===== config.mk =====
export PLATFORM = sky130hd
export DESIGN_NAME = seg7_frame_reader_flat
export DESIGN_NICKNAME = d
export VERILOG_FILES = /design/src/rtl/seg7_pkg.sv /design/src/rtl/seg7_frame_reader_if.sv /design/src/rtl/seg7_digit_dec.sv /design/src/rtl/seg7_frame_reader.sv /design/src/flat_wrapper.sv
export SDC_FILE = /design/constraint.sdc
export NUM_CORES = 1
export LEC_CHECK = 0
export ABC_AREA = 1
export BUFFER_PORTS_ARGS = -buffer_cell sky130_fd_sc_hd__buf_2
export CAP_MARGIN = 30
export CORE_MARGIN = 10
export CORE_UTILIZATION = 32
export CTS_BUF_LIST = sky130_fd_sc_hd__clkbuf_8
export DETAILED_ROUTE_END_ITERATION = 7
export PLACE_DENSITY = 0.5
export SYNTH_ARGS = -nofsm -noshare
export SYNTH_HDL_FRONTEND = slang
export SYNTH_SLANG_ARGS = --single-unit
export TNS_END_PERCENT = 50

===== constraint.sdc =====
create_clock -name clk -period 2.4 [get_ports clk]
set_clock_uncertainty 0.05 [all_clocks]
set_input_delay 0.36 -clock clk [delete_from_list [all_inputs] [get_ports clk]]
set_output_delay 0.36 -clock clk [all_outputs]
set_load 0.02 [all_outputs]

===== src/rtl/seg7_pkg.sv =====
// Shared constants and types for the 7-segment frame reader.
// Patterns are active-low {a,b,c,d,e,f,g} with a at bit 6.
package seg7_pkg;

    localparam int unsigned SEG_W = 7;

    typedef logic [SEG_W-1:0] seg_t;

    localparam seg_t SEG_0     = 7'b0000001;
    localparam seg_t SEG_1     = 7'b1001111;
    localparam seg_t SEG_2     = 7'b0010010;
    localparam seg_t SEG_3     = 7'b0000110;
    localparam seg_t SEG_4     = 7'b1001100;
    localparam seg_t SEG_5     = 7'b0100100;
    localparam seg_t SEG_6     = 7'b0100000;
    localparam seg_t SEG_7     = 7'b0001111;
    localparam seg_t SEG_8     = 7'b0000000;
    localparam seg_t SEG_BLANK = 7'b1111111;
    localparam seg_t SEG_MINUS = 7'b1111110;

    typedef enum logic {
        S_MAG,
        S_SIGN
    } state_e;

endpackage


===== src/rtl/seg7_frame_reader_if.sv =====
// Scanned segment bus plus decoded readback outputs of seg7_frame_reader.
// master drives the segment bus; slave is the reader.
interface seg7_frame_reader_if;

    seg7_pkg::seg_t seg_n;
    logic           dig;
    logic           seg_stb;
    logic [3:0]     value;
    logic           value_vld;
    logic           err;
    logic           locked;
    logic           stale;

    modport master (
        output seg_n, dig, seg_stb,
        input  value, value_vld, err, locked, stale
    );

    modport slave (
        input  seg_n, dig, seg_stb,
        output value, value_vld, err, locked, stale
    );

endinterface


===== src/rtl/seg7_digit_dec.sv =====
// Combinational decode of one active-low 7-segment digit to a magnitude 0..8.
// legal_o is low for any pattern outside the encoder's digit set.
module seg7_digit_dec
    import seg7_pkg::*;
(
    input  seg_t       seg_i,
    output logic [3:0] mag_o,
    output logic       legal_o
);

    always_comb begin
        mag_o   = 4'd0;
        legal_o = 1'b1;
        case (seg_i)
            SEG_0:   mag_o = 4'd0;
            SEG_1:   mag_o = 4'd1;
            SEG_2:   mag_o = 4'd2;
            SEG_3:   mag_o = 4'd3;
            SEG_4:   mag_o = 4'd4;
            SEG_5:   mag_o = 4'd5;
            SEG_6:   mag_o = 4'd6;
            SEG_7:   mag_o = 4'd7;
            SEG_8:   mag_o = 4'd8;
            default: legal_o = 1'b0;
        endcase
    end

endmodule


===== src/rtl/seg7_frame_reader.sv =====
// Recovers a 4-bit two's-complement value from sign+magnitude 7-segment frames,
// with stability filtering. Optional watchdog enabled by SEG7_RD_TIMEOUT_EN.
module seg7_frame_reader
    import seg7_pkg::*;
#(
    parameter int unsigned STABLE_CNT  = 3,
    parameter int unsigned TIMEOUT_CYC = 1024
) (
    input  logic                clk,
    input  logic                rst_n,
    seg7_frame_reader_if.slave  bus
);

    localparam logic [3:0] StableCnt = 4'(STABLE_CNT);

    if (STABLE_CNT < 1 || STABLE_CNT > 15 || TIMEOUT_CYC < 1) begin : g_cfg_check
        $error("seg7_frame_reader: STABLE_CNT must be 1..15 and TIMEOUT_CYC >= 1");
    end

    state_e     state_q, state_d;
    seg_t       mag_q, mag_d;
    logic [3:0] run_q, run_d;
    logic [3:0] cand_q, cand_d;
    logic [3:0] value_q, value_d;
    logic       vld_q, vld_d;
    logic       err_q, err_d;
    logic       locked_q, locked_d;

    logic [3:0] dec_mag;
    logic       dec_legal;
    logic       frame_done, sign_pos, sign_neg, frame_legal, same_cand, first_reach;
    logic [3:0] frame_val;
    logic       timeout;

    seg7_digit_dec u_mag_dec (
        .seg_i   (mag_q),
        .mag_o   (dec_mag),
        .legal_o (dec_legal)
    );

    assign frame_done  = bus.seg_stb && bus.dig && (state_q == S_SIGN);
    assign sign_pos    = (bus.seg_n == SEG_BLANK);
    assign sign_neg    = (bus.seg_n == SEG_MINUS);
    // Positive 8 and negative zero have no 4-bit two's-complement meaning.
    assign frame_legal = dec_legal && ((sign_pos && dec_mag != 4'd8) ||
                                       (sign_neg && dec_mag != 4'd0));
    assign frame_val   = sign_neg ? (~dec_mag + 4'd1) : dec_mag;
    assign same_cand   = (frame_val == cand_q);

    always_comb begin
        state_d     = state_q;
        mag_d       = mag_q;
        run_d       = run_q;
        cand_d      = cand_q;
        value_d     = value_q;
        vld_d       = 1'b0;
        err_d       = 1'b0;
        locked_d    = locked_q;
        first_reach = 1'b0;

        if (bus.seg_stb) begin
            if (!bus.dig) begin
                mag_d   = bus.seg_n;
                state_d = S_SIGN;
            end else if (state_q == S_SIGN) begin
                state_d = S_MAG;
            end
        end

        if (frame_done) begin
            if (!frame_legal) begin
                err_d    = 1'b1;
                run_d    = 4'd0;
                locked_d = 1'b0;
            end else begin
                if (same_cand) begin
                    run_d = (run_q == StableCnt) ? run_q : run_q + 4'd1;
                end else begin
                    cand_d = frame_val;
                    run_d  = 4'd1;
                end
                locked_d = (run_d == StableCnt);
                // A saturated run of the same candidate is not a new arrival.
                first_reach = (run_d == StableCnt) && !(same_cand && run_q == StableCnt);
                if (first_reach && cand_d != value_q) begin
                    value_d = cand_d;
                    vld_d   = 1'b1;
                end
            end
        end else if (timeout) begin
            run_d    = 4'd0;
            locked_d = 1'b0;
        end
    end

    always_ff @(posedge clk or negedge rst_n) begin
        if (!rst_n) begin
            state_q  <= S_MAG;
            mag_q    <= SEG_BLANK;
            run_q    <= 4'd0;
            cand_q   <= 4'd0;
            value_q  <= 4'd0;
            vld_q    <= 1'b0;
            err_q    <= 1'b0;
            locked_q <= 1'b0;
        end else begin
            state_q  <= state_d;
            mag_q    <= mag_d;
            run_q    <= run_d;
            cand_q   <= cand_d;
            value_q  <= value_d;
            vld_q    <= vld_d;
            err_q    <= err_d;
            locked_q <= locked_d;
        end
    end

`ifdef SEG7_RD_TIMEOUT_EN
    localparam int unsigned CntW = $clog2(TIMEOUT_CYC + 1);
    localparam logic [CntW-1:0] CntMax = CntW'(TIMEOUT_CYC);

    logic [CntW-1:0] wd_q, wd_d;
    logic            stale_q, stale_d;

    always_comb begin
        wd_d    = wd_q;
        stale_d = stale_q;
        timeout = 1'b0;
        if (frame_done) begin
            wd_d = '0;
            if (frame_legal) stale_d = 1'b0;
        end else if (wd_q != CntMax) begin
            wd_d    = wd_q + 1'b1;
            timeout = (wd_d == CntMax);
            if (timeout) stale_d = 1'b1;
        end
    end

    always_ff @(posedge clk or negedge rst_n) begin
        if (!rst_n) begin
            wd_q    <= '0;
            stale_q <= 1'b0;
        end else begin
            wd_q    <= wd_d;
            stale_q <= stale_d;
        end
    end

    assign bus.stale = stale_q;
`else
    assign timeout   = 1'b0;
    assign bus.stale = 1'b0;
`endif

    assign bus.value     = value_q;
    assign bus.value_vld = vld_q;
    assign bus.err       = err_q;
    assign bus.locked    = locked_q;

endmodule


===== src/flat_wrapper.sv =====
// flat-port wrapper written by rule: the top's interface ports become plain ports
module seg7_frame_reader_flat import seg7_pkg::*;
#(
    parameter int unsigned STABLE_CNT  = 3,
    parameter int unsigned TIMEOUT_CYC = 1024
)
  (clk, rst_n, bus_seg_n, bus_dig, bus_seg_stb, bus_value, bus_value_vld, bus_err, bus_locked, bus_stale);
  seg7_frame_reader_if bus_i ();
  input  logic clk;
  input  logic rst_n;
  input wire logic [$bits(bus_i.seg_n)-1:0] bus_seg_n;
  input wire logic [$bits(bus_i.dig)-1:0] bus_dig;
  input wire logic [$bits(bus_i.seg_stb)-1:0] bus_seg_stb;
  output wire logic [$bits(bus_i.value)-1:0] bus_value;
  output wire logic [$bits(bus_i.value_vld)-1:0] bus_value_vld;
  output wire logic [$bits(bus_i.err)-1:0] bus_err;
  output wire logic [$bits(bus_i.locked)-1:0] bus_locked;
  output wire logic [$bits(bus_i.stale)-1:0] bus_stale;
  assign bus_i.seg_n = bus_seg_n;
  assign bus_i.dig = bus_dig;
  assign bus_i.seg_stb = bus_seg_stb;
  assign bus_value = bus_i.value;
  assign bus_value_vld = bus_i.value_vld;
  assign bus_err = bus_i.err;
  assign bus_locked = bus_i.locked;
  assign bus_stale = bus_i.stale;
  seg7_frame_reader #(.STABLE_CNT(STABLE_CNT), .TIMEOUT_CYC(TIMEOUT_CYC)) u_core (.clk(clk), .rst_n(rst_n), .bus(bus_i));
endmodule

==> impl_results.md, run 1 <==
- Worst skew pair latency: roughly 0.28 ns
- Share of cells above drive strength 1: 0.466
- Sw Ratio: 0.334
- Die H: approximately 95 um
- RePlAce Congestion: slightly above 0.8
- Critical Path Max Stage Delay: about 0.62 ns
- Synth top cells by count: nand2_1, inv_1, nor2_1
- RSZ-0062 raised after global routing: yes
- Initial drt markers: 42
- Tmin final: 2.52 ns
- Violated checks: setup timing
- Vias per Instance: approximately 4.4
- Top delay family on crit path: simple AND/OR/NAND/NOR gates
- Core ar.: 5510 sq um
- Max Cap Viol: 0
- Sequential Power Share: 0.449
- Setup violations, final: 9
- Slowest-stage cell, CP: dfstp_2
- Clk pwr share: 0.261
- Number of port buffers: 17
- Slew Viols, Final: 0
- CTS Buffer Depth: 2
- P_sw: roughly 330 uW
- Internal power: around 660 uW
- Global-route usage over all layers: 0.113
- Asr flop ratio synth: 1.00
- Peak supply drop: 0.242 mV
- Synth top area share: 0.221
- CP most frequent cell: nor2_2
- Per-cell routed wire length: ~12 um
- Final ANT Viol Nets: 0
- Fmax: 0.397 GHz
- Crit path max fanout: 6
- Die area: about 9100 sq um
- Num ports: 19
- Gate Count Post-Synth: between 200 and 300
- WP data required: approximately 2.5 ns
- DRC viols: 0
- Nets: 334
- Clock sinks: 23
- Critical Path AT: between 2 and 3 ns
- Clock root buffer: clkbuf_8
- Kind of critical path: register to register
- Leak Pwr: between 0.001 and 0.0015 uW
- WHS: 0.00987 ns
- Yosys cell types: 31
- Ys flop type: dfrtp_1
- DR pass1 iterations: 4
- Sequential area share after synthesis: 0.323
- First-pass GRT wire length: approximately 8400 um
- Worst-margin pin slew: between 0.5 and 0.6 ns
- Largest net degree at the start of global routing: 24
- Pwr dens: 399 nW/um^2
- Register bit total from synthesis: 23
- Detailed-route wire length: about 4700 um
- Pre-CTS WS: -0.225 ns
- Site Rows: 27
- Post-synth top area cell: dfrtp_1
- Status: finished with violations
- CTS H-tree depth: 1
- Cell chain of the critical path: buf_6, nor2_2, nand2_2, nor2_2, nor2_2, nand2_2, inv_2, ha_4, inv_4, nand3_4, inv_2, nand2_4, nand2_4, nand2_2, nand3_2, nor2_2, nand3_2, nor2_4, nand2_1, nand2_1, nand2_1
- Final period utilization: 1.05
- Rel. slew slack: 0.630
- Combinational power share: 0.290
- CP Buf/Inv Count: 4
- Hold Crit Class: input port to async pin
- TritonCTS buffer count: 3
- Synth warn: 0
- CTS tree: yes
- Post-synth EDFFs: 0
- Post-Syn Area: approximately 1800 sq um
- Detailed-route via count: 1,742
- Syn_area_per_cell: 6.99 sq um
- Most frequent cell after synthesis: nand2_1
- Antenna violations before repair: 0
- Final hold viol count: 0
- CP endpoint kind: register
- Total grt overflow: 0
- Clock transition at path regs: 0.10 ns
- Area after DPL: between 2000 and 2500 sq um
- Area growth from synthesis to final layout: 37.2%
- Syn_nets: between 200 and 300
- Setup crit start kind: register
- Synth area leaders: dfrtp_1, nand2_1, dfstp_2
- Number of global-route vias before repair: 1,842
- DP Wirelength: around 3600 um
- Setup ws final: -0.119 ns
- Fin area: 2480 sq um
- Antenna diodes: 0
- Starting Density: 0.329
- Die X: 95.2 um
-- stage by stage --
stage	std cells	util	total power (uW)	setup TNS (ns)
2_1_floorplan	259	-	581	0
3_3_place_gp	376	0.403	679	-1.43
3_5_place_dp	376	0.403	681	-1.52
4_1_cts	388	0.429	971	-0.601
5_1_grt	392	0.451	1050	-2.32
6_report	392	0.451	991	-0.487
-- final timing paths --
path,start,to,slack [ns],depth (start not counted)
max reg2reg,u_core.mag_q[1]$_DFFE_PN1P_,u_core.bus.value[2]$_DFFE_PN0P_,-0.12,21
max in group asynchronous,rst_n,u_core.mag_q[5]$_DFFE_PN1P_,1.91,1
min in group clk,bus_seg_stb,u_core.state_q$_DFFE_PN0P_,0.25,2
min,rst_n,u_core.run_q[1]$_DFFE_PN0P_,0.01,1
max,u_core.mag_q[1]$_DFFE_PN1P_,u_core.bus.value[2]$_DFFE_PN0P_,-0.12,21
min reg2reg,u_core.bus.locked$_DFFE_PN0P_,u_core.bus.locked$_DFFE_PN0P_,0.44,2
-- worst register-to-register path, stage by stage, from the launching register on --
cell and delay (ns):
dfstp_2 0.62, buf_6 0.12, nor2_2 0.04, nand2_2 0.07, nor2_2 0.05, nor2_2 0.14
nand2_2 0.08, inv_2 0.07, ha_4 0.15, inv_4 0.04, nand3_4 0.08, inv_2 0.05
nand2_4 0.08, nand2_4 0.07, nand2_2 0.07, nand3_2 0.06, nor2_2 0.12, nand3_2 0.10
nor2_4 0.17, nand2_1 0.07, nand2_1 0.09, nand2_1 0.05
-- logic make-up (layout without fill, tap and decap cells) --
group	Yosys count	after routing	share of synthesized area
DFF	23	23	0.323
and+or+nand+nor	165	165	0.496
xor gates and xnor gates	3	3	0.0145
other	1	1	0.00207
AOI/OAI and AO/OA	19	19	0.0525
buffers and inverters	46	107	0.0988
adders and majority gates	2	2	0.0138
-- area by class of cell --
cell class | instances | area (sq um)
Clock buffer | 3 | 41.3
Clock inverter | 1 | 5.00
Fill cell | 562 | 3020
Inverter | 44 | 176
Multi-Input combinational cell | 190 | 1180
Sequential cell | 23 | 584
Tap cell | 72 | 90.1
Timing Repair Buffer | 59 | 412
-- flip-flops by register name, indices dropped and copies added, names as in the netlist --
register / cells
u_core.mag_q: 7
u_core.bus.value: 4
u_core.cand_q: 4
u_core.run_q: 4
u_core.bus.err: 1
u_core.bus.locked: 1
u_core.bus.value_vld: 1
u_core.state_q: 1
-- power groups by stage --
stage	clock (uW)	sequential [uW]	combinational, uW
floorplan	0	443	138
global route	280	448	322
detailed placement	0	445	236
CTS	270	439	261
global placement	0	445	235
finish	259	445	287
-- routing by layer --
metal | GRT usage | part of all wire | vias up
li1 | - | - | 925
met1 | 0.145 | 0.47 | 794
met2 | 0.188 | 0.49 | 17
met3 | 0.0157 | 0.020 | 6
met4 | 0.0387 | 0.017 | 0
met5 | 0 | 0 | -
-- placed cells by master, fill, tap and decap left out, types with 2 or more instances in the layout --
| cell type | Yosys | routed |
|---|---|---|
| nand2_4 | 5 | 9 |
| o21ai_0 | 15 | 13 |
| nor4_1 | 2 | 2 |
| nand4_1 | 7 | 7 |
| buf_6 | 0 | 3 |
| inv_2 | 4 | 8 |
| xor2_1 | 2 | 2 |
| nand3_2 | 8 | 11 |
| dfrtp_1 | 16 | 16 |
| nor2_4 | 7 | 10 |
| buf_4 | 1 | 39 |
| a21oi_1 | 4 | 4 |
| nand2_2 | 14 | 16 |
| inv_4 | 1 | 4 |
| nand3b_1 | 2 | 2 |
| nand3_4 | 0 | 2 |
| clkbuf_8 | 0 | 3 |
| clkinv_2 | 0 | 2 |
| nand3_1 | 13 | 8 |
| nor2_1 | 27 | 18 |
| nand2_1 | 67 | 61 |
| dfstp_2 | 7 | 7 |
| nor2_2 | 7 | 13 |
| buf_2 | 0 | 17 |
| inv_1 | 38 | 31 |
-- what timing repair did --
action                                  4_1_cts  5_1_grt
setup buffers                                 8        4
endpoints found under the setup margin       10       10
resized for setup                            16       28
hold buffers                                  0        0
pin swaps                                    18       10
Note: power is estimated with default switching activity, not from simulation.
==> run 2: changes to the inputs <==
--- a/config.mk
+++ b/config.mk
@@ -6,6 +6,7 @@
 export NUM_CORES = 1
 export LEC_CHECK = 0
 export ABC_AREA = 1
+export ABC_CLOCK_PERIOD_IN_PS = 2400
 export BUFFER_PORTS_ARGS = -buffer_cell sky130_fd_sc_hd__buf_2
 export CAP_MARGIN = 30
 export CORE_MARGIN = 10
@@ -16,4 +17,4 @@
 export SYNTH_ARGS = -nofsm -noshare
 export SYNTH_HDL_FRONTEND = slang
 export SYNTH_SLANG_ARGS = --single-unit
-export TNS_END_PERCENT = 50
+export TNS_END_PERCENT = 20
==> run 2 against run 1 <==
Compared with the run above:
- the flow still finishes with violations (setup timing)
- total power barely moved
- largest cell class unchanged
- final cell count unchanged
- global-route usage unchanged
- sequential power about the same
- combinational power is essentially flat
- clock power is essentially flat
- highest routed layer unchanged
- final area unchanged
- non-clock buffer count unchanged
- fmax decreased by 0.10%
- sequential share of layout area stayed put
==> impl_results.md, run 2 (synthesized netlist as in run 1, its figures left out) <==
- Setup TNS: -0.509 ns
- Vias per Instance: approximately 4.4
- Leak Pwr: 0.00134 uW
- Initial drt markers: 40
- Clock transition at path regs: ~0.1 ns
- Starting Density: 0.329
- Final period utilization: 1.05
- Clock root buffer: clkbuf_8
- Per-cell routed wire length: about 12 um
- Critical Path Max Stage Delay: between 0.6 and 0.7 ns
- Internal power: 660 uW
- Detailed-route via count: about 1.7k
- Die X: between 90 and 100 um
- Peak supply drop: around 0.24 mV
- Top delay family on crit path: simple AND/OR/NAND/NOR gates
- Antenna diodes: 0
- CTS H-tree depth: 1
- Worst skew pair latency: ~0.28 ns
- Pwr dens: ~400 nW/um^2
- Worst r2r src: u_core.mag_q[1]$_DFFE_PN1P_
- Clk pwr share: 0.261
- Sw Ratio: 0.334
- WP data required: around 2.5 ns
- Nets: roughly 330
- Detailed-route wire length: between 4000 and 5000 um
- Crit path from: u_core.mag_q[1]$_DFFE_PN1P_
- Rel. slew slack: 0.631
- Setup violations, final: 9
- First-pass GRT wire length: roughly 8400 um
- CTS Buffer Depth: 2
- Tmin final: about 2.5 ns
- CP endpoint kind: register
- Largest register FFs: 7
- Commonest cells after routing, fill and taps aside: nand2_1, buf_4, inv_1
- DR pass1 iterations: 4
- Num ports: 19
- Max Cap Viol: 0
- Area growth from synthesis to final layout: 37.2%
- Sequential Power Share: 0.449
- Clock sinks: 23
- Largest net degree at the start of global routing: 24
- Core ar.: around 5500 sq um
- Die area: about 9100 sq um
- Combinational power share: 0.290
- Violated checks: setup timing
- Critical Path AT: ~2.7 ns
- Cell chain of the critical path: buf_6, nor2_2, nand2_2, nor2_2, nor2_2, nand2_2, inv_2, ha_4, inv_4, nand3_4, inv_2, nand2_4, nand2_4, nand2_2, nand3_2, nor2_2, nand3_2, nor2_4, nand2_1, nand2_1, nand2_1
- Antenna violations before repair: 0
- Largest reg by FF count: u_core.mag_q
- CP most frequent cell: nor2_2
- Hold Crit Class: input port to async pin
- Setup ws final: -0.122 ns
- Kind of critical path: register to register
- Fin area: approximately 2500 sq um
- Most common cell after layout, fill and taps aside: nand2_1
- Site Rows: 27
- Setup crit start kind: register
- DP Wirelength: between 3000 and 4000 um
- Total grt overflow: 0
- Status: finished with violations
- Final hold viol count: 0
- Global-route usage over all layers: 0.113
- DRC viols: 0
- CP Buf/Inv Count: 4
- Die H: 95.2 um
- Slew Viols, Final: 0
- Number of global-route vias before repair: approximately 1.8k
- Crit path max fanout: 6
- Worst-margin pin slew: approximately 0.55 ns
- Number of port buffers: 17
- Final ANT Viol Nets: 0
- Fmax: 0.397 GHz
- RSZ-0062 raised after global routing: yes
- CTS Hold Bufs: 0
- TritonCTS buffer count: 3
- Area after DPL: approximately 2200 sq um
- P_sw: ~330 uW
- CTS tree: yes
- Slowest-stage cell, CP: dfstp_2
- RePlAce Congestion: 0.826
- Share of cells above drive strength 1: 0.466
## run 2: worst paths after layout
path | to | slack, ns | depth (start not counted)
max reg2reg | u_core.bus.value[2]$_DFFE_PN0P_ | -0.12 | 21
max | u_core.bus.value[2]$_DFFE_PN0P_ | -0.12 | 21
min reg2reg | u_core.bus.locked$_DFFE_PN0P_ | 0.44 | 2
max in group asynchronous | u_core.mag_q[5]$_DFFE_PN1P_ | 1.91 | 1
min | u_core.run_q[1]$_DFFE_PN0P_ | 0.009 | 1
min in group clk | u_core.state_q$_DFFE_PN0P_ | 0.25 | 2
## run 2: area by class of cell
| type | count | area (sq um) |
|---|---|---|
| clock buffers | 3 | 41.3 |
| flip-flops and latches | 23 | 584 |
| clock inverters | 1 | 5.00 |
| fillers | 562 | 3020 |
| multi-input cells | 190 | 1180 |
| well taps | 72 | 90.1 |
| repair buffers | 59 | 412 |
| inverters | 44 | 176 |
## run 2: metal layers
layer	part of all wire	vias to the layer above	GRT usage
met5	0	-	0
met4	0.017	0	0.0387
met3	0.020	6	0.0157
met2	0.49	17	0.188
met1	0.48	795	0.145
li1	-	925	-
## run 2: what timing repair did
item	4_1_cts	5_1_grt
pin swaps	18	9
endpoints found under the setup margin	10	10
gates resized for setup	16	28
setup buffers	8	4
## run 2: power groups by stage
stage | logic [uW] | clock network (uW) | registers [uW]
after floorplan | 138 | 0 | 443
after global placement | 235 | 0 | 445
after detailed placement | 236 | 0 | 445
after CTS | 261 | 270 | 439
after global routing | 322 | 280 | 448
final | 287 | 259 | 445
## run 2: stage by stage
step	hold WS [ns]	cells	util	setup WS, ns	power [uW]
finish	0.00919	392	0.451	-0.122	991
global route	0.0444	392	0.451	-0.304	1050
CTS	0.0318	388	0.429	-0.117	971
detailed placement	0.341	376	0.403	-0.225	681
global placement	0.328	376	0.403	-0.237	679
floorplan	0.0144	259	-	0.0304	581
==> run 3: changes to the inputs <==
--- a/config.mk
+++ b/config.mk
@@ -5,7 +5,6 @@
 export SDC_FILE = /design/constraint.sdc
 export NUM_CORES = 1
 export LEC_CHECK = 0
-export ABC_AREA = 1
 export ABC_CLOCK_PERIOD_IN_PS = 2400
 export BUFFER_PORTS_ARGS = -buffer_cell sky130_fd_sc_hd__buf_2
 export CAP_MARGIN = 30
@@ -13,7 +12,8 @@
 export CORE_UTILIZATION = 32
 export CTS_BUF_LIST = sky130_fd_sc_hd__clkbuf_8
 export DETAILED_ROUTE_END_ITERATION = 7
-export PLACE_DENSITY = 0.5
+export PLACE_DENSITY = 0.51
+export SLEW_MARGIN = 15
 export SYNTH_ARGS = -nofsm -noshare
 export SYNTH_HDL_FRONTEND = slang
 export SYNTH_SLANG_ARGS = --single-unit
==> run 3 against run 2 <==
Compared with the run above:
- non-clock buffer count increased by 6
- fmax decreased by 28%
- critical path depth decreased by 10
- the run still ends with setup timing left
- clock-buffer cell count unchanged
- synthesized area decreased by 9.7%
- first-iteration DRC count increased by 53%
- final cell count decreased by 23%
- sequential power about the same
==> impl_results.md, run 3 <==
- Site Rows: 25
- Worst skew pair latency: about 0.26 ns
- Area growth from synthesis to final layout: 37.1%
- Slowest-stage cell, CP: dfstp_2
- Global-route usage over all layers: 0.106
- Synth Area in Compound Gates: 0.132
- RSZ-0062 raised after global routing: yes
- Ys flop type: dfrtp_1
- Final hold viol count: 0
- Tmin final: about 3.5 ns
- Die X: 91.5 um
- Synth area leaders: dfrtp_1, dfstp_2, nand2_1
- Detailed-route wire length: between 4000 and 5000 um
- Slew Viols, Final: 0
- Pre-CTS WS: -1.12 ns
- Per-cell routed wire length: about 15 um
- Pwr dens: between 400 and 500 nW/um^2
- Combinational power share: 0.318
- Clock transition at path regs: around 0.080 ns
- Core ar.: 4850 sq um
- Critical Path Max Stage Delay: between 0.5 and 0.6 ns
- Antenna violations before repair: 0
- Number of port buffers: 17
- Clock sinks: 23
- RePlAce Congestion: between 0.9 and 1
- Number of global-route vias before repair: ~1.6k
- CTS Hold Bufs: 0
- Vias per Instance: a little over 5
- Syn_area_per_cell: 9.39 sq um
- CTS tree: yes
- Max Cap Viol: 0
- Setup crit start kind: register
- Area after DPL: ~2000 sq um
- Sequential area share after synthesis: 0.358
- DP Wirelength: about 3300 um
- Final Total Pwr: 998 uW
- Crit path max fanout: 3
- Largest reg by FF count: u_core.mag_q
- TritonCTS buffer count: 3
- Cell chain of the critical path: or3b_4, or4_4, and3_4, ha_4, nor3_4, xnor2_2, xnor2_1, or4_4, nor4_4, buf_4, mux2i_1
- Die H: slightly above 90 um
- Rel. slew slack: 0.640
- Most common cell after layout, fill and taps aside: buf_4
- Syn_nets: around 190
- Asr flop ratio synth: 1.00
- Nets: approximately 250
- Violated checks: setup timing
- Final ANT Viol Nets: 0
- Yosys cell types: 52
- Synth top cells by count: nand2_1, dfrtp_1, nor2_1
- Peak supply drop: between 0.2 and 0.3 mV
- Post-synth EDFFs: 0
- Antenna diodes: 0
- Simple-Gate Fraction of Synth Area: 0.311
- Critical Path AT: 3.63 ns
- Share of cells above drive strength 1: 0.466
- Synth warn: 0
- Most frequent cell after synthesis: nand2_1
- CP endpoint kind: register
- Fin area: around 2200 sq um
- Starting Density: 0.337
- Worst-margin pin slew: ~0.54 ns
- Setup TNS: -12.60 ns
- P_sw: 312 uW
- Post-synthesis mux area share: 0.0551
- Clk pwr share: 0.237
- Kind of critical path: register to register
- Initial drt markers: 61
- Num ports: 19
- Final period utilization: 1.46
- CTS H-tree depth: 1
- Internal power: ~690 uW
- Detailed-route via count: between 1.5k and 2k
- Setup violations, final: 15
- Top delay family on crit path: simple AND/OR/NAND/NOR gates
- CP most frequent cell: or4_4
- Sw Ratio: 0.312
- Register bit total from synthesis: 23
- Largest net degree at the start of global routing: 24
- Total grt overflow: 0
- WP data required: roughly 2.5 ns
- Largest register FFs: 7
- Clock root buffer: clkbuf_8
- First-pass GRT wire length: 7400 um
- Post-synth top area cell: dfrtp_1
- Sequential Power Share: 0.445
- Synth top area share: 0.245
- CTS Buffer Depth: 2
- Post-synthesis adder-cell area fraction: 0.0153
- Die area: 8360 sq um
- Gate Count Post-Synth: between 150 and 200
- Setup ws final: -1.10 ns
- Main combinational cell family by area after synthesis: simple AND/OR/NAND/NOR gates
- Commonest cells after routing, fill and taps aside: buf_4, nand2_1, buf_2
- Hold Crit Class: input port to async pin
- DR pass1 iterations: 5
- Fmax: 0.286 GHz
- Leak Pwr: 0.00103 uW
- DRC viols: 0
- CP Buf/Inv Count: 1
- Xor/xnor cell area share of the yosys netlist: 0.0536
- Status: finished with violations
- Post-Syn Area: around 1600 sq um
## run 3: cell families (layout without fill, tap and decap cells)
group | count (synthesis) | in the layout
compound gates | 25 | 25
xor+xnor | 10 | 10
fa+ha+maj | 2 | 2
buf+inv | 13 | 73
flops | 23 | 23
mux | 7 | 7
other cells | 1 | 1
simple gates | 93 | 93
## run 3: final cells by class
type / count / area, sq um
inverter: 4 / 15.0
clock inverter: 1 / 3.75
multi-input combinational: 138 / 1070
timing repair buffer: 65 / 445
tap: 67 / 83.8
sequential: 23 / 584
fill: 473 / 2610
clock buffer: 3 / 41.3
## run 3: worst paths after layout
| path | cells after the start | from | slack (ns) | to |
|---|---|---|---|---|
| max | 11 | u_core.mag_q[1]$_DFFE_PN1P_ | -1.10 | u_core.bus.value[2]$_DFFE_PN0P_ |
| min | 1 | rst_n | 0.02 | u_core.state_q$_DFFE_PN0P_ |
| max reg2reg | 11 | u_core.mag_q[1]$_DFFE_PN1P_ | -1.10 | u_core.bus.value[2]$_DFFE_PN0P_ |
| min reg2reg | 2 | u_core.mag_q[3]$_DFFE_PN1P_ | 0.44 | u_core.mag_q[3]$_DFFE_PN1P_ |
| max in group asynchronous | 1 | rst_n | 1.92 | u_core.mag_q[3]$_DFFE_PN1P_ |
| min in group clk | 3 | bus_seg_n[6] | 0.27 | u_core.mag_q[6]$_DFFE_PN1P_ |
## run 3: power by group through the flow
stage                     logic [uW]  clock network (uW)  registers (uW)
final                            317                 237             444
after global routing             349                 265             449
after CTS                        313                 250             444
after detailed placement         299                   0             450
after global placement           292                   0             449
after floorplan                  211                   0             443
## run 3: worst reg2reg max path, delay by kind of cell, from the launching register on
| family | cells | cell delay [ns] |
|---|---|---|
| AND/OR/NAND/NOR | 6 | 2.07 |
| flip-flops | 1 | 0.53 |
| multiplexers | 1 | 0.19 |
| adder cells (fa/ha/maj) | 1 | 0.16 |
| XOR/XNOR | 2 | 0.22 |
| buffers and inverters | 1 | 0.20 |
## run 3: layer usage
| layer | global-route usage | vias to the layer above | part of all wire |
|---|---|---|---|
| met3 | 0.0148 | 12 | 0.027 |
| met2 | 0.188 | 20 | 0.53 |
| met4 | 0.0444 | 0 | 0.026 |
| met5 | 0 | - | 0 |
| li1 | - | 739 | - |
| met1 | 0.124 | 750 | 0.42 |
## run 3: repair_timing
item | in CTS | in global routing
pin swaps | 6 | 1
resized for setup | 12 | 5
endpoints found under the setup margin | 15 | 15
buffers inserted | 9 | 0
## run 3: metrics by stage
| step | utilization | cells | hold slack [ns] |
|---|---|---|---|
| after global routing | 0.462 | 301 | 0.0463 |
| after global placement | 0.419 | 288 | 0.316 |
| final | 0.462 | 301 | 0.0151 |
| after floorplan | - | 174 | 0.0144 |
| after CTS | 0.455 | 301 | 0.0290 |
| after detailed placement | 0.419 | 288 | 0.318 |
